### src/rtl/uart_pkg.sv
// Shared types and defaults for the UART receive path.
// Parity support is selected in the receiver by defining UART_RX_PARITY_EN.
package uart_pkg;

  typedef enum logic [2:0] {
    StIdle,
    StStart,
    StData,
    StParity,
    StStop
  } rx_state_e;

  localparam int unsigned DefDataBits   = 8;
  localparam int unsigned DefOversample = 16;
  localparam int unsigned DefStopBits   = 1;

  // Ticks from start-bit detection to the final stop-bit sample.
  function automatic int unsigned frame_ticks(input int unsigned data_bits,
                                              input int unsigned oversample,
                                              input int unsigned stop_bits,
                                              input int unsigned parity_bits);
    return oversample / 2 + oversample * (data_bits + parity_bits + stop_bits);
  endfunction

endpackage

### src/rtl/uart_bit_timer.sv
// Oversample counter for the receive FSM: strobes the half-bit and full-bit
// sampling points, qualified by sample_tick.
module uart_bit_timer #(
  parameter int unsigned OVERSAMPLE = 16
) (
  input  logic clk,
  input  logic reset,
  input  logic sample_tick,
  input  logic clear,
  input  logic enable,
  output logic half_pt,
  output logic full_pt
);

  localparam int unsigned CntW = $clog2(OVERSAMPLE);
  localparam logic [CntW-1:0] HalfVal = CntW'(OVERSAMPLE / 2 - 1);
  localparam logic [CntW-1:0] FullVal = CntW'(OVERSAMPLE - 1);

  logic [CntW-1:0] os_cnt_q, os_cnt_d;

  always_comb begin
    os_cnt_d = os_cnt_q;
    if (clear) begin
      os_cnt_d = '0;
    end else if (enable && sample_tick) begin
      os_cnt_d = (os_cnt_q == FullVal) ? '0 : os_cnt_q + 1'b1;
    end
  end

  always_ff @(posedge clk or posedge reset) begin
    if (reset) begin
      os_cnt_q <= '0;
    end else begin
      os_cnt_q <= os_cnt_d;
    end
  end

  assign half_pt = enable && sample_tick && (os_cnt_q == HalfVal);
  assign full_pt = enable && sample_tick && (os_cnt_q == FullVal);

endmodule

### src/rtl/uart_rx_ctrl.sv
// UART receive sequencer: start qualification, mid-bit sampling, stop check and
// valid/ready delivery. Define UART_RX_PARITY_EN to add a parity bit and parity_err.
module uart_rx_ctrl import uart_pkg::*; #(
  parameter int unsigned DATA_BITS  = DefDataBits,
  parameter int unsigned OVERSAMPLE = DefOversample,
  parameter int unsigned STOP_BITS  = DefStopBits
`ifdef UART_RX_PARITY_EN
  ,
  parameter int unsigned PARITY_ODD = 0
`endif
) (
  input  logic                 clk,
  input  logic                 reset,
  input  logic                 sample_tick,
  input  logic                 rxd,
  output logic [DATA_BITS-1:0] rx_data,
  output logic                 rx_valid,
  input  logic                 rx_ready,
  output logic                 frame_err,
  output logic                 overrun,
`ifdef UART_RX_PARITY_EN
  output logic                 parity_err,
`endif
  output logic                 busy
);

  localparam int unsigned BcW = $clog2(DATA_BITS + 1);
  localparam logic [BcW-1:0] LastData = BcW'(DATA_BITS - 1);
  localparam logic [BcW-1:0] LastStop = BcW'(STOP_BITS - 1);

  rx_state_e            state_q, state_d;
  logic [DATA_BITS-1:0] shift_q, shift_d;
  logic [BcW-1:0]       bit_cnt_q, bit_cnt_d;
  logic                 armed_q, armed_d;
  logic [DATA_BITS-1:0] rx_data_q, rx_data_d;
  logic                 rx_valid_q, rx_valid_d;
  logic                 frame_err_q, frame_err_d;
  logic                 overrun_q, overrun_d;
  logic                 deliver;
  logic                 half_pt, full_pt;
  logic                 timer_clear;
`ifdef UART_RX_PARITY_EN
  logic                 par_q, par_d;
  logic                 parity_err_q, parity_err_d;
`endif

  // Counter restarts on every state change and is held at zero while idle.
  assign timer_clear = (state_d != state_q) || (state_q == StIdle);

  uart_bit_timer #(
    .OVERSAMPLE (OVERSAMPLE)
  ) u_bit_timer (
    .clk         (clk),
    .reset       (reset),
    .sample_tick (sample_tick),
    .clear       (timer_clear),
    .enable      (state_q != StIdle),
    .half_pt     (half_pt),
    .full_pt     (full_pt)
  );

  always_comb begin
    state_d     = state_q;
    shift_d     = shift_q;
    bit_cnt_d   = bit_cnt_q;
    armed_d     = armed_q;
    frame_err_d = 1'b0;
    deliver     = 1'b0;
`ifdef UART_RX_PARITY_EN
    par_d       = par_q;
`endif
    unique case (state_q)
      StIdle: begin
        if (sample_tick) begin
          if (rxd) begin
            armed_d = 1'b1;
          end else if (armed_q) begin
            state_d = StStart;
          end
        end
      end
      StStart: begin
        if (half_pt) begin
          if (rxd) begin
            state_d = StIdle;
          end else begin
            bit_cnt_d = '0;
            state_d   = StData;
          end
        end
      end
      StData: begin
        if (full_pt) begin
          shift_d = {rxd, shift_q[DATA_BITS-1:1]};
          if (bit_cnt_q == LastData) begin
            bit_cnt_d = '0;
`ifdef UART_RX_PARITY_EN
            state_d   = StParity;
`else
            state_d   = StStop;
`endif
          end else begin
            bit_cnt_d = bit_cnt_q + 1'b1;
          end
        end
      end
`ifdef UART_RX_PARITY_EN
      StParity: begin
        if (full_pt) begin
          par_d   = rxd;
          state_d = StStop;
        end
      end
`endif
      StStop: begin
        if (full_pt) begin
          if (!rxd) begin
            // Disarm so a held-low line (break) is not re-received as a frame.
            frame_err_d = 1'b1;
            armed_d     = 1'b0;
            bit_cnt_d   = '0;
            state_d     = StIdle;
          end else if (bit_cnt_q == LastStop) begin
            deliver   = 1'b1;
            bit_cnt_d = '0;
            state_d   = StIdle;
          end else begin
            bit_cnt_d = bit_cnt_q + 1'b1;
          end
        end
      end
      default: state_d = StIdle;
    endcase
  end

  always_comb begin
    rx_data_d  = rx_data_q;
    rx_valid_d = rx_valid_q;
    overrun_d  = 1'b0;
    if (rx_valid_q && rx_ready) begin
      rx_valid_d = 1'b0;
    end
    if (deliver) begin
      if (!rx_valid_q || rx_ready) begin
        rx_data_d  = shift_q;
        rx_valid_d = 1'b1;
      end else begin
        overrun_d = 1'b1;
      end
    end
  end

`ifdef UART_RX_PARITY_EN
  assign parity_err_d = deliver && ((^shift_q ^ par_q) != 1'(PARITY_ODD));
`endif

  always_ff @(posedge clk or posedge reset) begin
    if (reset) begin
      state_q      <= StIdle;
      shift_q      <= '0;
      bit_cnt_q    <= '0;
      armed_q      <= 1'b1;
      rx_data_q    <= '0;
      rx_valid_q   <= 1'b0;
      frame_err_q  <= 1'b0;
      overrun_q    <= 1'b0;
`ifdef UART_RX_PARITY_EN
      par_q        <= 1'b0;
      parity_err_q <= 1'b0;
`endif
    end else begin
      state_q      <= state_d;
      shift_q      <= shift_d;
      bit_cnt_q    <= bit_cnt_d;
      armed_q      <= armed_d;
      rx_data_q    <= rx_data_d;
      rx_valid_q   <= rx_valid_d;
      frame_err_q  <= frame_err_d;
      overrun_q    <= overrun_d;
`ifdef UART_RX_PARITY_EN
      par_q        <= par_d;
      parity_err_q <= parity_err_d;
`endif
    end
  end

  assign rx_data   = rx_data_q;
  assign rx_valid  = rx_valid_q;
  assign frame_err = frame_err_q;
  assign overrun   = overrun_q;
  assign busy      = (state_q != StIdle);
`ifdef UART_RX_PARITY_EN
  assign parity_err = parity_err_q;
`endif

endmodule
### config.mk
export PLATFORM = sky130hd
export DESIGN_NAME = uart_rx_ctrl
export DESIGN_NICKNAME = d
export VERILOG_FILES = /design/src/rtl/uart_pkg.sv /design/src/rtl/uart_bit_timer.sv /design/src/rtl/uart_rx_ctrl.sv
export SDC_FILE = /design/constraint.sdc
export NUM_CORES = 1
export LEC_CHECK = 0
export ABC_AREA = 1
export CAP_MARGIN = 40
export CORE_ASPECT_RATIO = 0.75
export CORE_UTILIZATION = 28
export CTS_CLUSTER_DIAMETER = 30
export DETAILED_ROUTE_END_ITERATION = 6
export HOLD_SLACK_MARGIN = 0.15
export MAX_ROUTING_LAYER = met4
export SYNTH_ARGS = -nofsm -noshare
export SYNTH_HDL_FRONTEND = slang
export SYNTH_SLANG_ARGS = --single-unit
### constraint.sdc
create_clock -name clk -period 1.45 [get_ports clk]
set_input_delay 0.3625 -clock clk [delete_from_list [all_inputs] [get_ports clk]]
set_output_delay 0.3625 -clock clk [all_outputs]
set_load 0.05 [all_outputs]
==> run metrics, run 1 <==
routed wl met3 126 um; Root Buffer clkbuf_8; Die H 67.14 um; fin area 2477 sq um; Synth Flop Type dfrtp_1; fmax between 0.6 and 0.7 GHz; CP max stage delay 0.36 ns; # H-tree levels 2; sequential fraction of the synthesis area 0.4905; Syn Inst Count ~190; CTS sink count 31; Core Util, Final 0.4604; asr flop ratio synth 1.000; failing checks negative setup slack; post-synth top area cell dfrtp_1; Total GRT Usage 0.1394; die footprint 5965 sq um; Setup Viol. Count Final 19; FF-to-FF End u_bit_timer.os_cnt_q[0]; Finished Layout Cells 318; Worst Max-Slew Pin Slew 0.2291 ns; FF+latch count, synth 31; Detail Route Antenna Nets 0; Starting Density 0.2944; RSZ-0062 raised after global routing true; status complete, but fails checks; CTS buffer count 5; Initial DRC Count 64; Mapped Area 1584 sq um; clk_skew around 0.0055 ns; remaining global-route overflow 0; share of layout cells above drive strength 1 0.4239; peak fanout along the critical path 4; Final nets between 200 and 300; Power Dens Cells about 1100 nW/um^2; DRT Pass-1 Iters 4; clk slew on worst S/H paths approximately 0.060 ns; vias in the first global route 1,363; fin crit share 1.078; reg2reg setup slack -0.11 ns; Ys Warns 0; dpl hpwl 2530 um; global-route wire length before repair 5940 um; Final min period 1.563 ns; met1 wire length 1695 um; Highest Signal Layer met4; Yosys cell types 26; Core ar. 5381 sq um; Crit Path Category flip-flop to flip-flop; routability cong. 0.8206; fillers 533; post-DR wirelength/cell about 11 um; metal2 WL 1630 um; Slew Limit Fails 0; PortBufs 16; CP endpoint kind flip-flop; Synth area leaders dfrtp_1 (47%), nand2_1 (11%), o21ai_0 (6.0%); dpl cells 301; CP Buf/Inv Count 2; CTS max path bufs 2; Worst path slowest cell dfrtp_1; Post-Syn Nets 193; reg2reg start u_bit_timer.os_cnt_q[0]; area post-placement 2167 sq um; io pins 17; Commonest cells post-synth nand2_1 (46), dfrtp_1 (30), inv_1 (24), o21ai_0 (19), nand3_1 (12); Area Overhead vs Synth 56.40%; cell with the most instances after synthesis nand2_1; detailed-route wire length 3483 um; Slew HR 0.8471; CP Data Arrival Time 1.72 ns; final hold viol count 0; num rows 23; CP delay by family, top simple AND/OR/NAND/NOR gates; Worst VDD drop 0.0005724 V; Reg2Reg Depth 10; critical path required time approximately 1.6 ns; Avg Inst Size Synth 8.562 sq um; CTS tree done; worst-path cell chain ha_2 -> nand2_2 -> nor2_4 -> nand3_4 -> buf_6 -> nand2_4 -> nand2_2 -> o21ai_2 -> buf_6 -> nor3_1; Post-synth EDFFs 0; drc violations 0; number of diodes 0; Clk Latency, worst-skew pair 0.28 ns; Setup WS post-layout -0.1127 ns; vias per cell 4.355; maxcap violations 0; HP Class input pin to asynchronous set/reset pin; chip width 88.85 um; via count 1,385; largest net degree at the start of global routing 28; Leakage Power 1.207 nW; Startpoint Class flip-flop; top-area cell type share of the netlist area 0.4739; initial antenna violation count 0
report_power, final:
part | switching (mW) | internal [mW] | total (mW)
clock network | 0.308 | 0.555 | 0.863
logic | 0.481 | 0.464 | 0.945
registers | 0.0424 | 0.922 | 0.965
what timing repair did:
item / CTS / global route
setup endpoints to repair: 20 / 30
endpoints found under the hold margin: 0 / 0
setup buffers: 5 / 4
pin swaps: 12 / 9
hold buffers: 0 / 0
resized for setup: 12 / 21
how the worst max path moves through the flow:
stage | slack [ns] | from | end | depth (start not counted)
floorplan | -0.07 | u_bit_timer.os_cnt_q[0] | rx_data[1] | 9
global placement | -0.32 | sample_tick | rx_data[5] | 6
detailed placement | -0.37 | sample_tick | rx_data[5] | 6
CTS | -0.16 | u_bit_timer.os_cnt_q[0] | u_bit_timer.os_cnt_q[0] | 10
global route | -0.18 | u_bit_timer.os_cnt_q[0] | u_bit_timer.os_cnt_q[3] | 10
finish | -0.11 | u_bit_timer.os_cnt_q[0] | u_bit_timer.os_cnt_q[0] | 10
layout make-up:
type | count | area [sq um] | share of cell area
repair buffers | 53 | 605.6 | 0.2444
multi-input cells | 123 | 775.7 | 0.3131
well taps | 75 | 93.84 | 0.03788
clock buffers | 6 | 82.58 | 0.03333
inverters | 28 | 107.6 | 0.04343
clock inverters | 2 | 35.03 | 0.01414
flip-flops and latches | 31 | 777.0 | 0.3136
state kept, by name, summed over array words and instances, names as in the netlist:
| register | cells |
|---|---|
| u_bit_timer.os_cnt_q | 4 |
| frame_err | 1 |
| rx_valid | 1 |
| overrun | 1 |
| rx_data | 8 |
| shift_q | 8 |
| armed_q | 1 |
| bit_cnt_q | 4 |
| state_q | 3 |
metal layers:
layer	vias to the layer above	global-route usage
li1	708	-
met1	649	0.1744
met2	26	0.2077
met3	2	0.05134
met4	0	0.04839
met5	-	-
cell families after synthesis:
kind of cell               count (synthesis)  share of synthesized area
DFF                                       31                     0.4905
buffers and inverters                     31                    0.08215
adders and majority gates                  3                    0.02370
and+or+nand+nor                           87                     0.2788
AOI/OAI and AO/OA                         31                     0.1137
xor gates and xnor gates                   2                    0.01106
through the flow:
| step | TNS (ns) | total power, mW | hold slack, ns | worst slack, ns |
|---|---|---|---|---|
| after global placement | -5.878 | 1.715 | 0.4626 | -0.3233 |
| after global routing | -2.923 | 2.953 | 0.3129 | -0.1799 |
| after floorplan | -0.3319 | 1.387 | 0.4530 | -0.07137 |
| final | -1.034 | 2.773 | 0.3011 | -0.1127 |
| after CTS | -1.534 | 2.705 | 0.2929 | -0.1591 |
| after detailed placement | -6.692 | 1.731 | 0.4694 | -0.3661 |
cells in the final DEF, fill, tap and decap left out, types with 3 or more instances in the layout:
cell	count
nand2_4	7
buf_4	29
buf_6	6
nor2_1	6
o21ai_0	16
nand2_2	9
buf_12	14
inv_2	5
inv_1	22
a21oi_1	3
o21ai_1	3
clkdlybuf4s50_1	4
nand3_1	10
clkbuf_8	6
o21ai_2	8
nand2_1	38
nor3_2	4
dfrtp_1	30
Power figures use the tool's default switching activity.
==> run 2: changes to the inputs <==
--- a/config.mk
+++ b/config.mk
@@ -5,14 +5,17 @@
 export SDC_FILE = /design/constraint.sdc
 export NUM_CORES = 1
 export LEC_CHECK = 0
-export ABC_AREA = 1
 export CAP_MARGIN = 40
+export CELL_PAD_IN_SITES_DETAIL_PLACEMENT = 2
+export CELL_PAD_IN_SITES_GLOBAL_PLACEMENT = 2
 export CORE_ASPECT_RATIO = 0.75
 export CORE_UTILIZATION = 28
+export CTS_BUF_LIST = sky130_fd_sc_hd__clkbuf_8
 export CTS_CLUSTER_DIAMETER = 30
 export DETAILED_ROUTE_END_ITERATION = 6
 export HOLD_SLACK_MARGIN = 0.15
 export MAX_ROUTING_LAYER = met4
+export PLACE_DENSITY_LB_ADDON = 0.1
 export SYNTH_ARGS = -nofsm -noshare
 export SYNTH_HDL_FRONTEND = slang
 export SYNTH_SLANG_ARGS = --single-unit
==> run 2 against run 1 <==
  * The flow still finishes with violations (negative setup slack)
  * Largest power group is now combinational logic
  * Hold slack better by 0.13 ns
  * Sequential power grew 12%
  * Power rose by 12%
  * Worst setup slack got worse by 0.18 ns
  * Die area grew 2.7%
  * Sequential cell count unchanged
  * Global-route usage grew 6.0 points
  * Synthesized cell count down 27%
  * Critical endpoint is now busy
==> run metrics, run 2 <==
status complete, but fails checks; failing checks negative setup slack; Synth Flop Type dfrtp_1; Highest Signal Layer met4; die footprint 6125 sq um; top-area cell type share of the netlist area 0.4612; clk_skew 0.004495 ns; cell with the most instances after synthesis dfrtp_1; fin crit share 1.204; Setup Viol. Count Final 29; HP Class input pin to asynchronous set/reset pin; io pins 17; remaining global-route overflow 0; Final nets 208; critical path required time 1.09 ns; post-DR wirelength/cell 19.91 um; Setup WS post-layout -0.2959 ns; Detail Route Antenna Nets 0; Die H 68.03 um; commonest non-fill, non-tap cell in the layout buf_4; Hold Buf Count CTS 0; share of layout cells above drive strength 1 0.5970; Crit Path Category flip-flop to primary output; number of diodes 0; # H-tree levels 2; Syn Inst Count 135; RSZ-0062 raised after global routing true; vias in the first global route 1,533; CP endpoint kind primary output; met1 wire length around 2500 um; final hold viol count 0; Yosys cell types 44; Post-Syn Nets roughly 140; Power Dens Cells approximately 1200 nW/um^2; Core Util, Final 0.4854; Avg Inst Size Synth 12.06 sq um; num rows 23; Mapped Area about 1600 sq um; dpl hpwl 3505 um; Commonest cells post-synth dfrtp_1 (30), mux2_4 (15), nor2_1 (10), a21oi_1 (6), inv_1 (6); detailed-route wire length 5494 um; Synth area leaders dfrtp_1 (46%), mux2_4 (14%), buf_6 (2.8%); fmax 0.5728 GHz; Slew Limit Fails 0; clk slew on worst S/H paths about 0.070 ns; fin area 2654 sq um; CTS sink count 31; routability cong. 0.7809; dpl cells 260; vias per cell 4.920; Finished Layout Cells 276; Post-synth EDFFs 0; Starting Density 0.2977; drc violations 0; peak fanout along the critical path 3; metal2 WL 2710 um; CTS max path bufs 2; Clk Latency, worst-skew pair 0.29 ns; reg2reg setup slack -0.29 ns; largest net degree at the start of global routing 32; post-synth top area cell dfrtp_1; post-place setup slack -0.5632 ns; PortBufs 16; CTS tree done; DRT Pass-1 Iters 4; Root Buffer clkbuf_8; Startpoint Class flip-flop; chip width roughly 90 um; FF+latch count, synth 31; Total GRT Usage 0.1989; CTS buffer count 5; Leakage Power 1.204 nW; global-route wire length before repair 8590 um; Ys Warns 0; Core ar. 5468 sq um; Worst Max-Slew Pin Slew ~0.36 ns; initial antenna violation count 0; Initial DRC Count 64; routed wl met3 231 um; Slew HR 0.7599; Area Overhead vs Synth 63.03%; CP Data Arrival Time 1.38 ns; Final min period 1.746 ns; asr flop ratio synth 1.000; area post-placement ~2300 sq um; most frequent cells in the layout buf_4 (40), dfrtp_1 (28), mux2_4 (15), buf_12 (14), nor2_1 (8); worst hold slack 0.4330 ns; via count 1,358; sequential fraction of the synthesis area 0.4773; maxcap violations 0; Worst VDD drop 0.0007807 V
==> run 2: changes by cell type in the layout (fill, tap and decap cells not counted), sizes merged, moves of 4 or more <==
cell | before | now
buf | 49 | 61
nand3 | 14 | 5
mux2 | 0 | 15
nand2 | 54 | 5
inv | 28 | 6
nand2b | 0 | 4
o21ai | 27 | 4
nor2b | 0 | 4
nor3 | 7 | 2
==> run 2: area by class of cell <==
type / instances / area, sq um
inverters: 6 / 22.52
repair buffers: 65 / 698.2
clock buffers: 6 / 82.58
multi-input cells: 91 / 942.2
well taps: 75 / 93.84
clock inverters: 2 / 35.03
fillers: 540 / 2814
flip-flops and latches: 31 / 779.5
==> run 2: worst paths after layout <==
kind	startpoint	end	depth (start not counted)
worst max-delay path	state_q[2]	busy	5
worst min-delay path	reset	bit_cnt_q[2]	3
worst max register to register	bit_cnt_q[0]	rx_data[1]	7
worst min register to register	shift_q[0]	rx_data[0]	1
max in group asynchronous	reset	armed_q	3
min in group clk	shift_q[0]	rx_data[0]	1
==> run 2: stage by stage <==
stage	setup TNS, ns	power (mW)
after floorplan	-2.442	1.502
after global placement	-12.76	1.877
after detailed placement	-13.93	1.940
after CTS	-5.992	2.977
after global routing	-7.825	3.255
final	-6.251	3.095
==> run 2: what timing repair did <==
item                       CTS  global route
cloned                       1             0
buffers inserted             7             2
setup endpoints to repair   29            29
pin swaps                   15            13
gates resized for setup     29             9
==> run 2: worst max-delay path, stage by stage (launching register included) <==
cell,delay [ns]
dfrtp_1,0.41
buf_6,0.13
or2_4,0.25
nor2_4,0.10
inv_2,0.05
buf_6,0.14
==> run 2: report_power, final <==
part / switching (mW) / internal (mW) / total [mW]
registers: 0.110 / 0.968 / 1.08
clock network: 0.340 / 0.556 / 0.895
logic: 0.542 / 0.580 / 1.12
total: 0.992 / 2.10 / 3.10
==> run 2: kinds of logic after synthesis <==
logic type | count (synthesis) | synth area share
AOI/OAI and AO/OA | 21 | 0.09685
and+or+nand+nor | 48 | 0.1914
adders and majority gates | 3 | 0.02306
muxes | 17 | 0.1507
buffers and inverters | 13 | 0.04996
DFF | 31 | 0.4773
xor gates and xnor gates | 2 | 0.01076
==> run 2: routing by layer <==
layer	vias to the layer above	track usage
met5	-	-
met1	700	0.2367
met2	31	0.3406
li1	616	-
met3	11	0.05222
met4	0	0.05444
